File: src/rtl/phy_rx_serial_paralelo.sv
// phy_rx_serial_paralelo
//   Receive-side serial-to-parallel converter for the PHY. Shifts the line
//   bit stream (MSB first) into a symbol register, finds the byte boundary
//   by sliding-matching the COMMA symbol, and declares the link active once
//   LOCK_COUNT consecutive commas have been seen on aligned boundaries.
//   While active, every aligned non-comma byte is delivered with valid_out;
//   commas are stripped (strobe only, no valid byte).
//
//   Optional feature (macro PHY_RX_LOSS_OF_SYNC_EN): while active, bytes
//   0x00 / 0xFF count as line errors; four in a row drop the link back to
//   SEARCH. Without the macro the link leaves ACTIVE only through reset.
//
// Ports
//   clk_32f      in   bit clock, all logic on its rising edge
//   reset        in   synchronous, active-high
//   data_in      in   serial line bit, MSB of each symbol first
//   data_out     out  [WIDTH-1:0] last received non-comma byte
//   valid_out    out  data_out holds a fresh data byte
//   byte_strobe  out  one-cycle pulse at every aligned boundary in ACTIVE
//   active       out  link locked / aligned
module phy_rx_serial_paralelo #(
   parameter int               WIDTH      = 8,
   parameter logic [WIDTH-1:0] COMMA      = 8'hBC,
   parameter int               LOCK_COUNT = 4
) (
   input  logic             clk_32f,
   input  logic             reset,
   input  logic             data_in,
   output logic [WIDTH-1:0] data_out,
   output logic             valid_out,
   output logic             byte_strobe,
   output logic             active
);

   localparam int CNT_W = (WIDTH > 1) ? $clog2(WIDTH) : 1;
   localparam int CC_W  = $clog2(LOCK_COUNT + 1);
   localparam logic [CNT_W-1:0] LAST_BIT = CNT_W'(WIDTH - 1);
   localparam logic [CC_W-1:0]  LOCK_VAL = CC_W'(LOCK_COUNT);

   typedef enum logic [1:0] {SEARCH, COUNT, ACTIVE} state_t;

   state_t           state_q, state_d;
   logic [WIDTH-1:0] sr_q, sr_d;
   logic [CNT_W-1:0] bit_cnt_q, bit_cnt_d;
   logic [CC_W-1:0]  comma_cnt_q, comma_cnt_d;
   logic [WIDTH-1:0] data_q, data_d;
   logic             valid_q, valid_d;
   logic             strobe_q, strobe_d;
   logic             active_q, active_d;

   logic             boundary;
   logic             is_comma;
   logic             lose_sync;

`ifdef PHY_RX_LOSS_OF_SYNC_EN
   logic [1:0]       err_cnt_q, err_cnt_d;
   logic             bad_byte;

   assign bad_byte  = (sr_d == '0) || (sr_d == '1);
   // The fourth consecutive bad byte arrives while the counter already holds 3.
   assign lose_sync = (state_q == ACTIVE) && boundary && bad_byte && (err_cnt_q == 2'd3);
`else
   assign lose_sync = 1'b0;
`endif

   // All decisions look at the register contents including this edge's bit.
   assign sr_d     = {sr_q[WIDTH-2:0], data_in};
   assign boundary = (bit_cnt_q == LAST_BIT);
   assign is_comma = (sr_d == COMMA);

   // State register
   always_ff @(posedge clk_32f) begin
      if (reset) begin
         state_q     <= SEARCH;
         sr_q        <= '0;
         bit_cnt_q   <= '0;
         comma_cnt_q <= '0;
         data_q      <= '0;
         valid_q     <= 1'b0;
         strobe_q    <= 1'b0;
         active_q    <= 1'b0;
`ifdef PHY_RX_LOSS_OF_SYNC_EN
         err_cnt_q   <= '0;
`endif
      end else begin
         state_q     <= state_d;
         sr_q        <= sr_d;
         bit_cnt_q   <= bit_cnt_d;
         comma_cnt_q <= comma_cnt_d;
         data_q      <= data_d;
         valid_q     <= valid_d;
         strobe_q    <= strobe_d;
         active_q    <= active_d;
`ifdef PHY_RX_LOSS_OF_SYNC_EN
         err_cnt_q   <= err_cnt_d;
`endif
      end
   end

   // Next-state logic: alignment search, lock counting, loss of sync
   always_comb begin
      state_d     = state_q;
      bit_cnt_d   = bit_cnt_q;
      comma_cnt_d = comma_cnt_q;
`ifdef PHY_RX_LOSS_OF_SYNC_EN
      err_cnt_d   = err_cnt_q;
`endif
      case (state_q)
         SEARCH: begin
            if (is_comma) begin
               // The comma's last bit was just sampled: next edge starts a byte.
               bit_cnt_d   = '0;
               comma_cnt_d = CC_W'(1);
               state_d     = (LOCK_COUNT == 1) ? ACTIVE : COUNT;
            end
         end
         COUNT: begin
            bit_cnt_d = boundary ? '0 : bit_cnt_q + 1'b1;
            if (boundary) begin
               if (is_comma) begin
                  if (comma_cnt_q + 1'b1 >= LOCK_VAL) begin
                     comma_cnt_d = LOCK_VAL;
                     state_d     = ACTIVE;
                  end else begin
                     comma_cnt_d = comma_cnt_q + 1'b1;
                  end
               end else begin
                  // No realignment on the failing byte; sliding search resumes next edge.
                  comma_cnt_d = '0;
                  state_d     = SEARCH;
               end
            end
         end
         ACTIVE: begin
            bit_cnt_d = boundary ? '0 : bit_cnt_q + 1'b1;
`ifdef PHY_RX_LOSS_OF_SYNC_EN
            if (boundary) begin
               if (lose_sync) begin
                  err_cnt_d   = '0;
                  comma_cnt_d = '0;
                  state_d     = SEARCH;
               end else if (bad_byte) begin
                  err_cnt_d = err_cnt_q + 1'b1;
               end else begin
                  err_cnt_d = '0;
               end
            end
`endif
         end
         default: begin
            state_d = SEARCH;
         end
      endcase
   end

   // Output logic: registered outputs updated on the edge that samples a byte's LSB
   always_comb begin
      data_d   = data_q;
      valid_d  = valid_q;
      strobe_d = 1'b0;
      active_d = (state_d == ACTIVE);
      if (state_q != ACTIVE) begin
         valid_d = 1'b0;
      end else if (boundary) begin
         strobe_d = 1'b1;
         if (is_comma || lose_sync) begin
            valid_d = 1'b0;
         end else begin
            data_d  = sr_d;
            valid_d = 1'b1;
         end
      end
   end

   assign data_out    = data_q;
   assign valid_out   = valid_q;
   assign byte_strobe = strobe_q;
   assign active      = active_q;

endmodule
File: config.mk
export PLATFORM = sky130hd
export DESIGN_NAME = phy_rx_serial_paralelo
export DESIGN_NICKNAME = d
export VERILOG_FILES = /design/src/rtl/phy_rx_serial_paralelo.sv
export SDC_FILE = /design/constraint.sdc
export NUM_CORES = 1
export LEC_CHECK = 0
export ABC_AREA = 1
export CAP_MARGIN = 20
export CORE_MARGIN = 2
export CORE_UTILIZATION = 55
export CTS_CLUSTER_SIZE = 28
export DETAILED_ROUTE_END_ITERATION = 6
export PLACE_DENSITY = 0.79
export SLEW_MARGIN = 20
export SYNTH_ARGS = -nofsm -noshare
export SYNTH_HDL_FRONTEND = slang
export SYNTH_SLANG_ARGS = --single-unit
File: constraint.sdc
create_clock -name clk_32f -period 3.4 [get_ports clk_32f]
set_input_delay 0.51 -clock clk_32f [delete_from_list [all_inputs] [get_ports clk_32f]]
set_output_delay 0.51 -clock clk_32f [all_outputs]
set_load 0.02 [all_outputs]
# == Yosys cells after proc, flatten, opt, wreduce, memory -nomap -nowiden ==
# Cells that the tools add are included.
# word_totals
output_inout_bits,11
regBits,26
inputBits,3
# op_classes
n_bitwise,2
reduce_logical,8
eq_ne,8
addsub,2
n_mux,15
order_cmp,1
# ops
operator,n
2-to-1 mux 3 bit,6
one-hot mux 3 bit (2 select lines),2
equality test 8 bit (second input constant),1
2-to-1 mux 2 bit,4
adder 3 x 1 -> 3 bit (second input constant),2
!= test 2 bit (second input constant),3
one-hot mux 2 bit (3 select lines),1
AND reduction 3 bit,2
equality test 2 bit (second input constant),2
nonzero test 2 bit,2
OR reduction 2 bit,2
equality test 3 bit (second input constant),1
greater-or-equal comparator 3 bit (second input constant),1
equality test 2 x 1 -> 1 bit (second input constant),1
logical NOT 2 bit,1
2-to-1 mux 1 bit,2
NOT 1 bit,2
AND reduction 2 bit,1

# == Longest topological paths before layout ==
# Gate-level depths: netlist of run 1.
# depth
depth_word,7
depth_mapped,10
ltp_nobuf,10

# == Least setup slack after synthesis of run 1 ==
# Ideal clock, no wire load.
# synth_timing
path_kind,register -> register
start,register bit_cnt_q[0]
end,register comma_cnt_q[1]
slack_ps,2027
t_required_ps,3270
synth_period_minus_slack_ps,1373
path_stages_with_launch,8
arrival_ps,1243
cell_sequence,dfxtp_1 > ha_1 > ha_1 > inv_2 > a21oi_2 > nand2_1 > nor2_1 > nor3_2
# synth_between
elab_chain_cells,3
# synth_lines
item,line,rtl
"start, declared",44,"logic [CNT_W-1:0] bit_cnt_q, bit_cnt_d;"
"start signal, assigned",88,bit_cnt_q <= bit_cnt_d;
equality test 3 bit,68,assign boundary = (bit_cnt_q == LAST_BIT);
via boundary,51,logic boundary;
!= test 2 bit (no line),-,
AND reduction 3 bit (no line),-,
"end signal, assigned",89,comma_cnt_q <= comma_cnt_d;
"end, declared",45,"logic [CC_W-1:0] comma_cnt_q, comma_cnt_d;"
# The timed path passes the listed nets, and every way through them passes these cells.
# A chain may end at the register's enable or synchronous reset.

# == Worst setup path after layout of run 1 ==
# layout_timing
start,"register data_q[3], in the netlist data_out[3]"
end,output data_out[3]
# layout_lines
item,line,rtl
"start, declared",46,"logic [WIDTH-1:0] data_q, data_d;"
"start signal, assigned",90,data_q <= data_d;
"end, declared",29,"output logic [WIDTH-1:0] data_out,"
# No word-level cell between the ends.

==> results of run 1 <==
-- cells by family (layout without fill, tap and decap cells) --
kind of cell	count (synthesis)	count (layout)	synth area share [%]
AO/OA/AOI/OAI	19	19	9.740
buffers and inverters	25	39	8.117
AND/OR/NAND/NOR	75	75	29.54
flip-flops	26	26	45.02
adder cells (fa/ha/maj)	7	7	7.575
-- state kept, by name (all words and copies together) (netlist names) --
| signal | count |
|---|---|
| data_out | 8 |
| sr_q | 7 |
| byte_strobe | 1 |
| comma_cnt_q | 3 |
| valid_out | 1 |
| state_q | 2 |
| active | 1 |
| bit_cnt_q | 3 |
-- cells in the mapped netlist --
cell	count
nand2_1	38
dfxtp_1	26
inv_1	20
nor2_1	17
a21oi_1	15
ha_1	7
nand3_1	7
nor3_1	5
clkbuf_1	3
inv_2	2
nand2_2	2
nand2_4	2
nor2_2	2
a211oi_1	1
a21oi_2	1
nand3_4	1
nor3_2	1
o21ai_0	1
o21ai_4	1
-- layer usage --
layer / vias up / GRT usage [%]
met3: 5 / 3.636
met1: 439 / 22.93
met5: - / 0
li1: 501 / -
met2: 14 / 31.11
met4: 0 / 8.333
-- power by group through the flow --
stage	sequential (mW)	clock, mW	combinational (mW)
after floorplan	0.326	0	0.0419
after global placement	0.325	0	0.0527
after detailed placement	0.325	0	0.0544
after CTS	0.319	0.215	0.0548
after global routing	0.320	0.226	0.0632
final	0.319	0.210	0.0546
-- tightest hold or removal path: cells and delay by family, from the launching register on --
kind          cells  cell delay [ps]
buf+inv           1               50
flops             1              350
simple gates      1               30
-- layout make-up --
type | count | area, sq um | area share [%]
clock inverter | 1 | 30.03 | 2.206
inverter | 22 | 82.58 | 6.066
multi-input combinational | 101 | 541.8 | 39.80
sequential | 26 | 520.5 | 38.24
tap | 27 | 33.78 | 2.482
timing repair buffer | 13 | 130.1 | 9.559
clock buffer | 3 | 22.52 | 1.654
-- final timing paths --
| path | startpoint | to | slack (ps) | cells after the start |
|---|---|---|---|---|
| worst max register to register | bit_cnt_q[0] | comma_cnt_q[1] | 1810 | 7 |
| worst min-delay path | sr_q[2] | sr_q[3] | 450 | 2 |
| worst min register to register | sr_q[2] | sr_q[3] | 450 | 2 |
| worst max-delay path | data_out[3] | data_out[3] | 1600 | 1 |
==> results.cfg, run 1 <==
[status]
status = finished clean

[logic_synthesis]
yosys.area.top_type = dfxtp_1
syn_area_sq_um = 1156
avgSynthCellArea_sq_um = 7.606
yosysUniqueCellTypes = 19
synth_fp_nets = 162
ys_seq_area_share_pct = 45.02
yosys.area.top_type_share_pct = 45.02
yosys_register_bits = 26
ys_warn_count = 0
synth.area.top_cells = dfxtp_1 (45%), nand2_1 (12%), ha_1 (7.6%), a21oi_1 (6.5%), inv_1 (6.5%)
synth_cells = 152

[place]
dp.cells = 189
portBuffers = 13
routabilityCongestion = 0.8025
dp_slack_ps = 1458
placed_area_sq_um = 1309
dp_hpwl_um = 1482

[layout]
final_cell_mix = nand2_1 (38), dfxtp_1 (26), inv_1 (20)
fin_area_sq_um = 1361
final_common_cell = nand2_1
final_net_count = 177
filler_cell_count = 160
utilization_pct = 68.69
instances_no_fill = 193
drive_above_1_share_pct = 9.639
antennaDiodeCount = 0
area_growth_pct = 17.75

[pwr]
power_mw = 0.5837
swShare_pct = 22.45
power.density_nw_per_um2 = 428.8
p_clk_share_pct = 36.0
power_switching_mw = 0.1310
peakVddDrop_v = 0.0003360
p_leak_nw = 0.5618
power_frac_seq_pct = 54.6
internal_power_mw = 0.4526
p_comb_share_pct = 9.3

[grt]
grt_max_degree = 26
gr-total-overflow = 0
grt_pass1_vias = 862
track_usage_pct = 18.56
grt_pass1_wl_um = 3567
antenna_found_initial = 0

[worst_setup_path]
crit_required_ps = 2890
end_kind = output pin
crit_arrival_ps = 1290
critPathLaunchType = register
critPathSlowestCell = clkdlybuf4s50_1
worstSetupPathType = register to output pin
cp_cell_sequence = clkdlybuf4s50_1
slowest_delay_ps = 610
cp_top_family = buffers and inverters
cp.buffers_inverters = 1
crit_fanout = 2

[routing]
met2_length_um = 945
vias = 959
routedWlPerCell_um = 10.36
routed_wl_um = 2000
viasPerCell = 4.969
highest_layer = met4
drcViolationCount = 0
wl_met1_um = 963
met3_length_um = 54
drtPass1Iterations = 4
drt_iter0_markers = 18
drt.antenna.violating_nets = 0

[clock_tree]
clk_latency_ps = 320
cts_root_buffer = clkbuf_4
cts_tree = done
clock_path_buffers = 2
cts_max_level = 1
hold_buffers = 0
clkSinkCount = 26
numCtsBuffers = 3
clkTransAtPathRegs_ps = 140
postCtsSetupRepairBufs = 0
ctsResizeCount = 0

[floorplan]
fp-row-count = 16
core_sq_um = 1982
start_util_pct = 58.33
fp.dieH_um = 49.85
dieArea_sq_um = 2485
chipWidth_um = 49.85
boundaryPins = 14

[sta]
hold_viol = 0
hold_slack_ps = 451.1
slew_headroom_pct = 41.38
slew_viol_final = 0
tightest_slew_ps = 876.5
finClkSkew_ps = 4.843
fin_crit_sh_pct = 52.99
max_freq_ghz = 0.5550
finalWorstSetupSlack_ps = 1598
fin_tns_setup_ps = 0
final.min_clock_period_ps = 1802
finalSetupViolCount = 0
rsz0062_at_grt = false

[worst_hold_path]
hold_class = register to register

[flow_run]
cap_violations = 0
Note: power is estimated with default switching activity, not from simulation.
==> run 2: changes to the inputs <==
--- a/config.mk
+++ b/config.mk
@@ -8,10 +8,10 @@
 export ABC_AREA = 1
 export CAP_MARGIN = 20
 export CORE_MARGIN = 2
-export CORE_UTILIZATION = 55
+export CORE_UTILIZATION = 48
 export CTS_CLUSTER_SIZE = 28
 export DETAILED_ROUTE_END_ITERATION = 6
-export PLACE_DENSITY = 0.79
+export PLACE_DENSITY = 0.73
 export SLEW_MARGIN = 20
 export SYNTH_ARGS = -nofsm -noshare
 export SYNTH_HDL_FRONTEND = slang
==> constraint.sdc (replaced) <==
create_clock -name clk_32f -period 1.58 [get_ports clk_32f]
set_input_delay 0.237 -clock clk_32f [delete_from_list [all_inputs] [get_ports clk_32f]]
set_output_delay 0.237 -clock clk_32f [all_outputs]
set_load 0.02 [all_outputs]
==> run 2 against run 1 <==
Against the previous run: die area up 13%; final cell count is 2.1% higher; critical path type unchanged; total power up 120%; highest routed layer unchanged; first-iteration DRC count increased by 39%; critical endpoint is now data_out[5].
==> results.cfg, run 2 (synthesized netlist as in run 1, its figures left out) <==
[status]
status = finished clean

[layout]
final_common_cell = nand2_1
drive_above_1_share_pct = 11.83
final_net_count = 180
area_growth_pct = 23.48
filler_cell_count = 225
antennaDiodeCount = 0
final_cell_mix = nand2_1 (38), dfxtp_1 (26), inv_1 (20)
largest_reg_flops = 8

[routing]
routedWlPerCell_um = 10.69
drt.antenna.violating_nets = 0
drcViolationCount = 0
viasPerCell = 4.832
drtPass1Iterations = 4
routed_wl_um = 2106
drt_iter0_markers = 25
vias = 952

[floorplan]
chipWidth_um = 53.08
fp-row-count = 17
core_sq_um = 2255
start_util_pct = 51.28
dieArea_sq_um = 2817
boundaryPins = 14
fp.dieH_um = 53.08

[worst_setup_path]
cp_cell_sequence = clkdlybuf4s50_1
end_kind = output pin
crit_fanout = 2
slowest_delay_ps = 600
critPathSlowestCell = clkdlybuf4s50_1
cp_top_family = buffers and inverters
cp.buffers_inverters = 1
crit_required_ps = 1340
worstSetupPathType = register to output pin
critPathLaunchType = register
crit_arrival_ps = 1280

[grt]
grt_pass1_vias = 887
grt_pass1_wl_um = 3657
track_usage_pct = 17.72
antenna_found_initial = 0
grt_max_degree = 26
gr-total-overflow = 0

[pwr]
power_switching_mw = 0.2866
power_frac_seq_pct = 54.2
p_clk_share_pct = 35.8
power.density_nw_per_um2 = 888.1
power_mw = 1.268
swShare_pct = 22.61
p_comb_share_pct = 10.0
peakVddDrop_v = 0.0006525
p_leak_nw = 0.6956
internal_power_mw = 0.9813

[clock_tree]
postCtsSetupRepairBufs = 0
cts_max_level = 1
cts_tree = done
clock_path_buffers = 2
numCtsBuffers = 3
clkTransAtPathRegs_ps = 140
clkSinkCount = 26
ctsResizeCount = 0
cts_root_buffer = clkbuf_4
hold_buffers = 0
clk_latency_ps = 320

[sta]
hold_viol = 0
tightest_slew_ps = 237.1
rsz0062_at_grt = false
fin_crit_sh_pct = 96.32
finClkSkew_ps = 6.626
slew_headroom_pct = 84.16
finalWorstSetupSlack_ps = 58.09
max_freq_ghz = 0.6571
final.min_clock_period_ps = 1522
fin_tns_setup_ps = 0
slew_viol_final = 0
finalSetupViolCount = 0

[place]
dp_hpwl_um = 1579
dp_slack_ps = -1.514
portBuffers = 13
routabilityCongestion = 0.8721

[worst_hold_path]
hold_class = register to register

[flow_run]
cap_violations = 0
## run 2: cell types whose count changed in the layout (fill, tap and decap cells not counted), sizes merged
cell / delta
dlymetal6s2s: +6
clkdlybuf4s50: -6
buf: +3
## run 2: worst paths after layout
path | startpoint | end | slack (ps) | cells after the start
max | data_out[5] | data_out[5] | 60 | 1
min | sr_q[4] | sr_q[5] | 450 | 2
max reg2reg | bit_cnt_q[0] | comma_cnt_q[1] | 100 | 7
min reg2reg | sr_q[4] | sr_q[5] | 450 | 2
## run 2: cell type report
class / instances / area, sq um / area share [%]
Clock inverter: 1 / 30.03 / 2.103
Sequential cell: 26 / 520.5 / 36.46
Tap cell: 28 / 35.03 / 2.454
Multi-Input combinational cell: 101 / 544.3 / 38.12
Inverter: 22 / 82.58 / 5.784
Clock buffer: 3 / 22.52 / 1.578
Timing Repair Buffer: 16 / 192.7 / 13.50
## run 2: power by group through the flow
stage | combinational, mW | clock (mW) | sequential [mW]
2_1_floorplan | 0.0902 | 0 | 0.701
3_3_place_gp | 0.125 | 0 | 0.701
3_5_place_dp | 0.127 | 0 | 0.701
4_1_cts | 0.128 | 0.468 | 0.687
5_1_grt | 0.144 | 0.494 | 0.690
6_report | 0.127 | 0.454 | 0.687
## run 2: layer usage
| layer | GRT usage, % | vias up | wire length (um) |
|---|---|---|---|
| met5 | 0 | - | 0 |
| met4 | 10.26 | 0 | 37 |
| met3 | 2.825 | 4 | 78 |
| met2 | 28.75 | 17 | 963 |
| met1 | 22.01 | 426 | 1026 |
| li1 | - | 505 | - |
## run 2: metrics by stage
stage | util (%) | cells | hold WS [ps] | area, sq um
finish | 63.32 | 197 | 449.5 | 1428
global route | 63.32 | 197 | 472.7 | 1428
CTS | 62.54 | 197 | 452.1 | 1410
detailed placement | 60.21 | 193 | 431.2 | 1358
global placement | 60.21 | 193 | 429.3 | 1358
floorplan | - | 152 | 362.1 | 1156
